===== src/rtl/wb_stage_pkg.sv =====
//==============================================================================
// Module      : wb_stage_pkg
// Description : Shared bus widths, field offsets, FSM states and exception
//               codes for the write-back stage.
// Revision    : 1.0 - initial release
//==============================================================================
`default_nettype none

package wb_stage_pkg;

    localparam int C_CTRL_W = 104;
    localparam int C_CSR_W  = 79;
    localparam int C_EXCP_W = 8;
    localparam int C_CNT_W  = 64;

    // MEM->WB ctrl bus field positions
    localparam int C_CTRL_BREAK   = 103;
    localparam int C_CTRL_IVALID  = 102;
    localparam int C_CTRL_WIDX_HI = 101;
    localparam int C_CTRL_WIDX_LO = 97;
    localparam int C_CTRL_WEN     = 96;
    localparam int C_CTRL_INST_HI = 95;
    localparam int C_CTRL_INST_LO = 64;
    localparam int C_CTRL_PC_HI   = 63;
    localparam int C_CTRL_PC_LO   = 32;
    localparam int C_CTRL_RES_HI  = 31;
    localparam int C_CTRL_RES_LO  = 0;

    // CSR bus field positions
    localparam int C_CSR_WE      = 78;
    localparam int C_CSR_ADDR_HI = 77;
    localparam int C_CSR_ADDR_LO = 64;
    localparam int C_CSR_MASK_HI = 63;
    localparam int C_CSR_MASK_LO = 32;
    localparam int C_CSR_DATA_HI = 31;
    localparam int C_CSR_DATA_LO = 0;

    // Exception bus field positions
    localparam int C_EXCP_ERTN     = 7;
    localparam int C_EXCP_ECODE_HI = 6;
    localparam int C_EXCP_ECODE_LO = 1;
    localparam int C_EXCP_VALID    = 0;

    localparam logic [5:0] C_ECODE_INT = 6'h00;
    localparam logic [5:0] C_ECODE_ADE = 6'h08;
    localparam logic [5:0] C_ECODE_ALE = 6'h09;
    localparam logic [5:0] C_ECODE_SYS = 6'h0b;
    localparam logic [5:0] C_ECODE_BRK = 6'h0c;
    localparam logic [5:0] C_ECODE_INE = 6'h0d;

    typedef enum logic [1:0] {
        ST_RUN   = 2'd0,
        ST_FLUSH = 2'd1,
        ST_HALT  = 2'd2
    } wb_state_e;

endpackage

`default_nettype wire


===== src/rtl/wb_trace_reg.sv =====
//==============================================================================
// Module      : wb_trace_reg
// Description : Registers the difftest/debug trace one cycle after commit.
// Revision    : 1.0 - initial release
//==============================================================================
`default_nettype none

module wb_trace_reg (
    input  logic        clk,
    input  logic        reset,
    input  logic        commit,
    input  logic [31:0] pc,
    input  logic        rf_we,
    input  logic [4:0]  rf_wnum,
    input  logic [31:0] rf_wdata,
    output logic [31:0] debug_wb_pc,
    output logic [3:0]  debug_wb_rf_we,
    output logic [4:0]  debug_wb_rf_wnum,
    output logic [31:0] debug_wb_rf_wdata
);

    always_ff @(posedge clk or posedge reset) begin
        if (reset) begin
            debug_wb_pc       <= '0;
            debug_wb_rf_we    <= '0;
            debug_wb_rf_wnum  <= '0;
            debug_wb_rf_wdata <= '0;
        end else if (commit) begin
            debug_wb_pc       <= pc;
            debug_wb_rf_we    <= {4{rf_we}};
            debug_wb_rf_wnum  <= rf_wnum;
            debug_wb_rf_wdata <= rf_wdata;
        end else begin
            debug_wb_pc       <= '0;
            debug_wb_rf_we    <= '0;
            debug_wb_rf_wnum  <= '0;
            debug_wb_rf_wdata <= '0;
        end
    end

endmodule

`default_nettype wire


===== src/rtl/wb_stage.sv =====
//==============================================================================
// Module      : wb_stage
// Description : Write-back stage: commits RF/CSR writes, raises exception and
//               ERTN flush, halts on BREAK, counts retired instructions.
// Revision    : 1.0 - initial release
//==============================================================================
`default_nettype none

module wb_stage
    import wb_stage_pkg::*;
#(
    parameter int CTRL_W = C_CTRL_W,
    parameter int CSR_W  = C_CSR_W,
    parameter int EXCP_W = C_EXCP_W,
    parameter int CNT_W  = C_CNT_W
) (
    input  logic              clk,
    input  logic              reset,
    input  logic [CTRL_W-1:0] wb_ctrl_bus,
    input  logic [CSR_W-1:0]  wb_csr_bus,
    input  logic [EXCP_W-1:0] mem_excp_bus,
    input  logic              left_valid,
    output logic              left_ready,
    output logic              fire,
    output logic              rf_we,
    output logic [4:0]        rf_waddr,
    output logic [31:0]       rf_wdata,
    output logic              csr_we,
    output logic [13:0]       csr_addr,
    output logic [31:0]       csr_wmask,
    output logic [31:0]       csr_wdata,
    output logic              excp_flush,
    output logic              excp_ertn,
    output logic [5:0]        excp_ecode,
    output logic [31:0]       excp_pc,
    output logic              halted,
    output logic [CNT_W-1:0]  retire_cnt,
    output logic [31:0]       debug_wb_pc,
    output logic [3:0]        debug_wb_rf_we,
    output logic [4:0]        debug_wb_rf_wnum,
    output logic [31:0]       debug_wb_rf_wdata
);

    wb_state_e   r_state;
    wb_state_e   w_state_nxt;

    logic        w_is_break;
    logic        w_inst_valid;
    logic [4:0]  w_widx;
    logic        w_wen;
    logic [31:0] w_pc;
    logic [31:0] w_result;
    logic        w_excp_valid;
    logic        w_ertn;
    logic        w_commit;
    logic        w_excp_commit;
    logic        w_unused_inst;

    assign w_is_break    = wb_ctrl_bus[C_CTRL_BREAK];
    assign w_inst_valid  = wb_ctrl_bus[C_CTRL_IVALID];
    assign w_widx        = wb_ctrl_bus[C_CTRL_WIDX_HI:C_CTRL_WIDX_LO];
    assign w_wen         = wb_ctrl_bus[C_CTRL_WEN];
    assign w_pc          = wb_ctrl_bus[C_CTRL_PC_HI:C_CTRL_PC_LO];
    assign w_result      = wb_ctrl_bus[C_CTRL_RES_HI:C_CTRL_RES_LO];
    assign w_excp_valid  = mem_excp_bus[C_EXCP_VALID];
    assign w_ertn        = mem_excp_bus[C_EXCP_ERTN];
    assign w_unused_inst = ^wb_ctrl_bus[C_CTRL_INST_HI:C_CTRL_INST_LO];

    // Ready drops with reset so nothing is accepted or written while it is held.
    assign left_ready    = !reset && (r_state != ST_HALT);
    assign fire          = left_valid && left_ready;
    // The FLUSH cycle drains whatever MEM presents without committing it.
    assign w_commit      = fire && w_inst_valid && (r_state == ST_RUN);
    assign w_excp_commit = w_commit && (w_excp_valid || w_ertn);

    assign rf_we     = w_commit && w_wen && (w_widx != 5'd0) && !w_excp_valid && !w_ertn;
    assign rf_waddr  = rf_we ? w_widx   : 5'd0;
    assign rf_wdata  = rf_we ? w_result : 32'd0;

    assign csr_we    = w_commit && wb_csr_bus[C_CSR_WE] && !w_excp_valid;
    assign csr_addr  = csr_we ? wb_csr_bus[C_CSR_ADDR_HI:C_CSR_ADDR_LO] : 14'd0;
    assign csr_wmask = csr_we ? wb_csr_bus[C_CSR_MASK_HI:C_CSR_MASK_LO] : 32'd0;
    assign csr_wdata = csr_we ? wb_csr_bus[C_CSR_DATA_HI:C_CSR_DATA_LO] : 32'd0;

    assign halted    = (r_state == ST_HALT);

    always_ff @(posedge clk or posedge reset) begin
        if (reset) begin
            r_state <= ST_RUN;
        end else begin
            r_state <= w_state_nxt;
        end
    end

    // An exception outranks BREAK when both arrive on the same instruction.
    always_comb begin
        w_state_nxt = r_state;
        unique case (r_state)
            ST_RUN: begin
                if (w_excp_commit) begin
                    w_state_nxt = ST_FLUSH;
                end else if (w_commit && w_is_break) begin
                    w_state_nxt = ST_HALT;
                end
            end
            ST_FLUSH: w_state_nxt = ST_RUN;
            ST_HALT:  w_state_nxt = ST_HALT;
            default:  w_state_nxt = ST_RUN;
        endcase
    end

    always_ff @(posedge clk or posedge reset) begin
        if (reset) begin
            excp_flush <= 1'b0;
            excp_ertn  <= 1'b0;
            excp_ecode <= '0;
            excp_pc    <= '0;
        end else begin
            excp_flush <= w_excp_commit;
            excp_ertn  <= w_excp_commit && w_ertn;
            excp_ecode <= w_excp_commit ? mem_excp_bus[C_EXCP_ECODE_HI:C_EXCP_ECODE_LO] : 6'd0;
            excp_pc    <= w_excp_commit ? w_pc : 32'd0;
        end
    end

    always_ff @(posedge clk or posedge reset) begin
        if (reset) begin
            retire_cnt <= '0;
        end else if (w_commit) begin
            retire_cnt <= retire_cnt + 1'b1;
        end
    end

    wb_trace_reg u_trace (
        .clk               (clk),
        .reset             (reset),
        .commit            (w_commit),
        .pc                (w_pc),
        .rf_we             (rf_we),
        .rf_wnum           (rf_waddr),
        .rf_wdata          (rf_wdata),
        .debug_wb_pc       (debug_wb_pc),
        .debug_wb_rf_we    (debug_wb_rf_we),
        .debug_wb_rf_wnum  (debug_wb_rf_wnum),
        .debug_wb_rf_wdata (debug_wb_rf_wdata)
    );

endmodule

`default_nettype wire


===== config.mk =====
export PLATFORM = sky130hd
export DESIGN_NAME = wb_stage
export DESIGN_NICKNAME = d
export VERILOG_FILES = /design/src/rtl/wb_stage_pkg.sv /design/src/rtl/wb_trace_reg.sv /design/src/rtl/wb_stage.sv
export SDC_FILE = /design/constraint.sdc
export NUM_CORES = 1
export LEC_CHECK = 0
export ABC_AREA = 1
export CAP_MARGIN = 20
export CELL_PAD_IN_SITES_DETAIL_PLACEMENT = 0
export CELL_PAD_IN_SITES_GLOBAL_PLACEMENT = 1
export CORE_MARGIN = 3
export CORE_UTILIZATION = 23
export CTS_BUF_LIST = sky130_fd_sc_hd__clkbuf_8 sky130_fd_sc_hd__clkbuf_16
export CTS_CLUSTER_DIAMETER = 40
export CTS_CLUSTER_SIZE = 16
export DETAILED_ROUTE_END_ITERATION = 7
export GPL_TIMING_DRIVEN = 0
export HOLD_SLACK_MARGIN = 0.05
export PLACE_DENSITY_LB_ADDON = 0.1
export SETUP_SLACK_MARGIN = 0.5
export SLEW_MARGIN = 5
export SYNTH_ARGS = -nofsm -noshare
export SYNTH_HDL_FRONTEND = slang
export SYNTH_SLANG_ARGS = --single-unit

===== constraint.sdc =====
create_clock -name clk -period 6.75 [get_ports clk]
set_clock_uncertainty 0.05 [all_clocks]
set_input_delay 1.0125 -clock clk [delete_from_list [all_inputs] [get_ports clk]]
set_output_delay 1.0125 -clock clk [all_outputs]
set_load 0.01 [all_outputs]

==> flow_metrics.env <==
export IMPL_status="finished, final reports clean"
export IMPL_start_util=0.236
export IMPL_ant_nets=0
export IMPL_power_density_nw_per_um2=156
export IMPL_syn_to_final_growth_pct=70.9
export IMPL_cpMostUsedCell="clkdlybuf4s50_1"
export IMPL_cts_resized_gates=0
export IMPL_dpl_instance_area_um2=13500
export IMPL_dr_pass1_iters=4
export IMPL_reg2reg_depth=10
export IMPL_p_leak_nw=6.65
export IMPL_num_nets_final=1710
export IMPL_chipHeight_um=195
export IMPL_synth_distinct_cells=26
export IMPL_combPwrFrac=0.069
export IMPL_post_cts_setup_buffers=0
export IMPL_setup_worst_path_start="reset"
export IMPL_hold_violations=0
export IMPL_synth_net_count=1228
export IMPL_grt_antenna_before_repair=2
export IMPL_io_pins=491
export IMPL_crit_path_end="rf_waddr[2]"
export IMPL_slew_viol_final=0
export IMPL_crit_reg2reg_capture="retire_cnt[52]$_DFFE_PP0P_"
export IMPL_cts_tree="yes"
export IMPL_regArea_um2=4400
export IMPL_p_seq_frac=0.479
export IMPL_grt_pass1_vias=8415
export IMPL_p_int_mw=1.65
export IMPL_design_core_area_um2=34900
export IMPL_final_common_cell="clkdlybuf4s50_1"
export IMPL_whs_path_depth=1
export IMPL_ff2ff_setup_slack_ns=4.75
export IMPL_dp_cells=1951
export IMPL_routed_wirelength_um=36500
export IMPL_die_w_um=195
export IMPL_n_fill_cell=3662
export IMPL_num_rows=68
export IMPL_drive_gt1_frac=0.0668
export IMPL_cts_buffers=17
export IMPL_fmax_ghz=0.190
export IMPL_wl_per_cell_um=18.4
export IMPL_grt_pass1_wl_um=54200
export IMPL_r2r_start="retire_cnt[0]$_DFFE_PP0P_"
export IMPL_via_per_inst=4.03
export IMPL_root_buffer="clkbuf_16"
export IMPL_synth_seq_area_share=0.535
export IMPL_ys_seq_elements=176
export IMPL_overflow=0
export IMPL_endpoint_kind="primary output"
export IMPL_vias=7999
export IMPL_cts_reportedPaths_clkPinSlew_ns=0.07
export IMPL_crit_chain="clkdlybuf4s50_1, clkinvlp_4, buf_12, nand3_2, nor2_8, nand4_1, buf_2, buf_4, nor2_1, clkdlybuf4s50_1"
export IMPL_rsz0062_at_grt="no"
export IMPL_vdd_drop_max_uv=165
export IMPL_final_cell_mix="clkdlybuf4s50_1, nor2_1, inv_1"
export IMPL_timing_final_crit_period_ns=5.27
export IMPL_gp_congestion=0.890
export IMPL_hp_class="register to register"
export IMPL_sw_frac_of_total=0.249
export IMPL_required_ns=5.69
export IMPL_syn_avg_cell_area_um2=7.97
export IMPL_postLayoutCoreUtil=0.403
export IMPL_cts_path_max_buffers=2
export IMPL_clk_insertion_delay_late_ns=0.44
export IMPL_finalNonFillerCells=1983
export IMPL_clkPwrFrac=0.452
export IMPL_drt_initial_drc_count=269
export IMPL_cts_max_level=4
export IMPL_path_max_fanout=29
export IMPL_hpwl_um=30100
export IMPL_worst_pin_slew_ns=0.702
export IMPL_power_switching_mw=0.548
export IMPL_multi_input_area_um2=2830
export IMPL_numPortBuffers=458
export IMPL_finalInstanceArea_um2=14100
export IMPL_cts_sinks=176
export IMPL_synth_area_um2=8230
export IMPL_max_stage_delay_ns=0.66
export IMPL_max_slew_margin_rel=0.531
export IMPL_drc=0
export IMPL_grt_util_all_layers=0.190
export IMPL_ys_warn_count=0
export IMPL_setup_violations=0
export IMPL_die_area_um2=38100
export IMPL_max_cap_violations=0
export IMPL_critPathLaunchType="input port"
export IMPL_critPathKind="input port to primary output"
export IMPL_crit_path_top_delay_cell="clkdlybuf4s50_1"
export IMPL_postCtsHoldBufs=0
export IMPL_fin_crit_sh=0.781
export IMPL_syn_inst=1033
export IMPL_grt_max_degree=39
export IMPL_critPathArrivalTime_ns=4.21
[flip-flops by register name, indices dropped and copies added (netlist names)]
name                       cells
excp_ecode                     6
excp_ertn                      1
excp_flush                     1
excp_pc                       32
r_state                        2
retire_cnt                    64
u_trace.debug_wb_pc           32
u_trace.debug_wb_rf_wdata     32
u_trace.debug_wb_rf_we         1
u_trace.debug_wb_rf_wnum       5
[power by group through the flow]
stage,logic [mW],clock network [mW],registers [mW]
after detailed placement,0.153,0,1.07
after CTS,0.153,1.03,1.05
after global placement,0.144,0,1.07
after global routing,0.166,1.07,1.05
final,0.151,0.993,1.05
after floorplan,0.0394,0,1.07
[per-layer routing]
metal | part of all wire | global-route usage
met1 | 0.39 | 0.220
met2 | 0.52 | 0.336
met3 | 0.082 | 0.0742
met4 | 0.0087 | 0.0349
met5 | 0.00058 | 0
[critical path: cells and delay by family]
family                 cells  cell delay, ns
AND/OR/NAND/NOR            4            0.81
buffers and inverters      6            2.37
[Yosys cell counts (all sizes together)]
library cell / instances / share of area
o21bai: 2 / 0.0018
clkbuf: 10 / 0.0046
nor3: 25 / 0.016
inv: 220 / 0.10
nand3b: 5 / 0.0046
xor2: 19 / 0.020
nand2: 157 / 0.074
nand4: 26 / 0.020
xnor2: 25 / 0.027
and2: 1 / 0.00076
buf: 19 / 0.016
nand3: 35 / 0.023
o21ai: 2 / 0.0012
ha: 1 / 0.0015
nor2: 310 / 0.16
dfrtp: 176 / 0.54
[how the worst min path moves through the flow]
stage	end	slack (ns)	start
6_report	retire_cnt[5]$_DFFE_PP0P_	0.47	retire_cnt[5]$_DFFE_PP0P_
3_5_place_dp	retire_cnt[5]$_DFFE_PP0P_	0.44	retire_cnt[5]$_DFFE_PP0P_
3_3_place_gp	retire_cnt[5]$_DFFE_PP0P_	0.44	retire_cnt[5]$_DFFE_PP0P_
5_1_grt	retire_cnt[41]$_DFFE_PP0P_	0.49	retire_cnt[41]$_DFFE_PP0P_
4_1_cts	retire_cnt[5]$_DFFE_PP0P_	0.46	retire_cnt[5]$_DFFE_PP0P_
2_1_floorplan	r_state[1]$_DFFE_PP0P_	0.44	r_state[1]$_DFFE_PP0P_
[metrics by stage]
stage          total power, mW  setup TNS (ns)  setup WS, ns  hold slack (ns)
2_1_floorplan             1.11               0         0.919            0.443
3_3_place_gp              1.22         -281.85         -2.02            0.441
3_5_place_dp              1.23               0          1.39            0.444
4_1_cts                   2.24               0          1.38            0.461
5_1_grt                   2.29               0          1.17            0.493
6_report                  2.20               0          1.48            0.465
[cell families after synthesis]
| group | Yosys count | synth area share |
|---|---|---|
| compound gates | 4 | 0.00304 |
| xor+xnor | 44 | 0.0468 |
| fa+ha+maj | 1 | 0.00152 |
| buf+inv | 249 | 0.121 |
| flops | 176 | 0.535 |
| simple gates | 559 | 0.292 |
[final cells by class]
| type | count | share of cell area |
|---|---|---|
| multi-input combinational | 608 | 0.201 |
| antenna | 1 | 0.000178 |
| clock inverter | 13 | 0.00961 |
| buffer | 29 | 0.0120 |
| inverter | 220 | 0.0590 |
| tap | 455 | 0.0405 |
| clock buffer | 18 | 0.0312 |
| timing repair buffer | 463 | 0.333 |
| sequential | 176 | 0.313 |
Power figures use the tool's default switching activity.
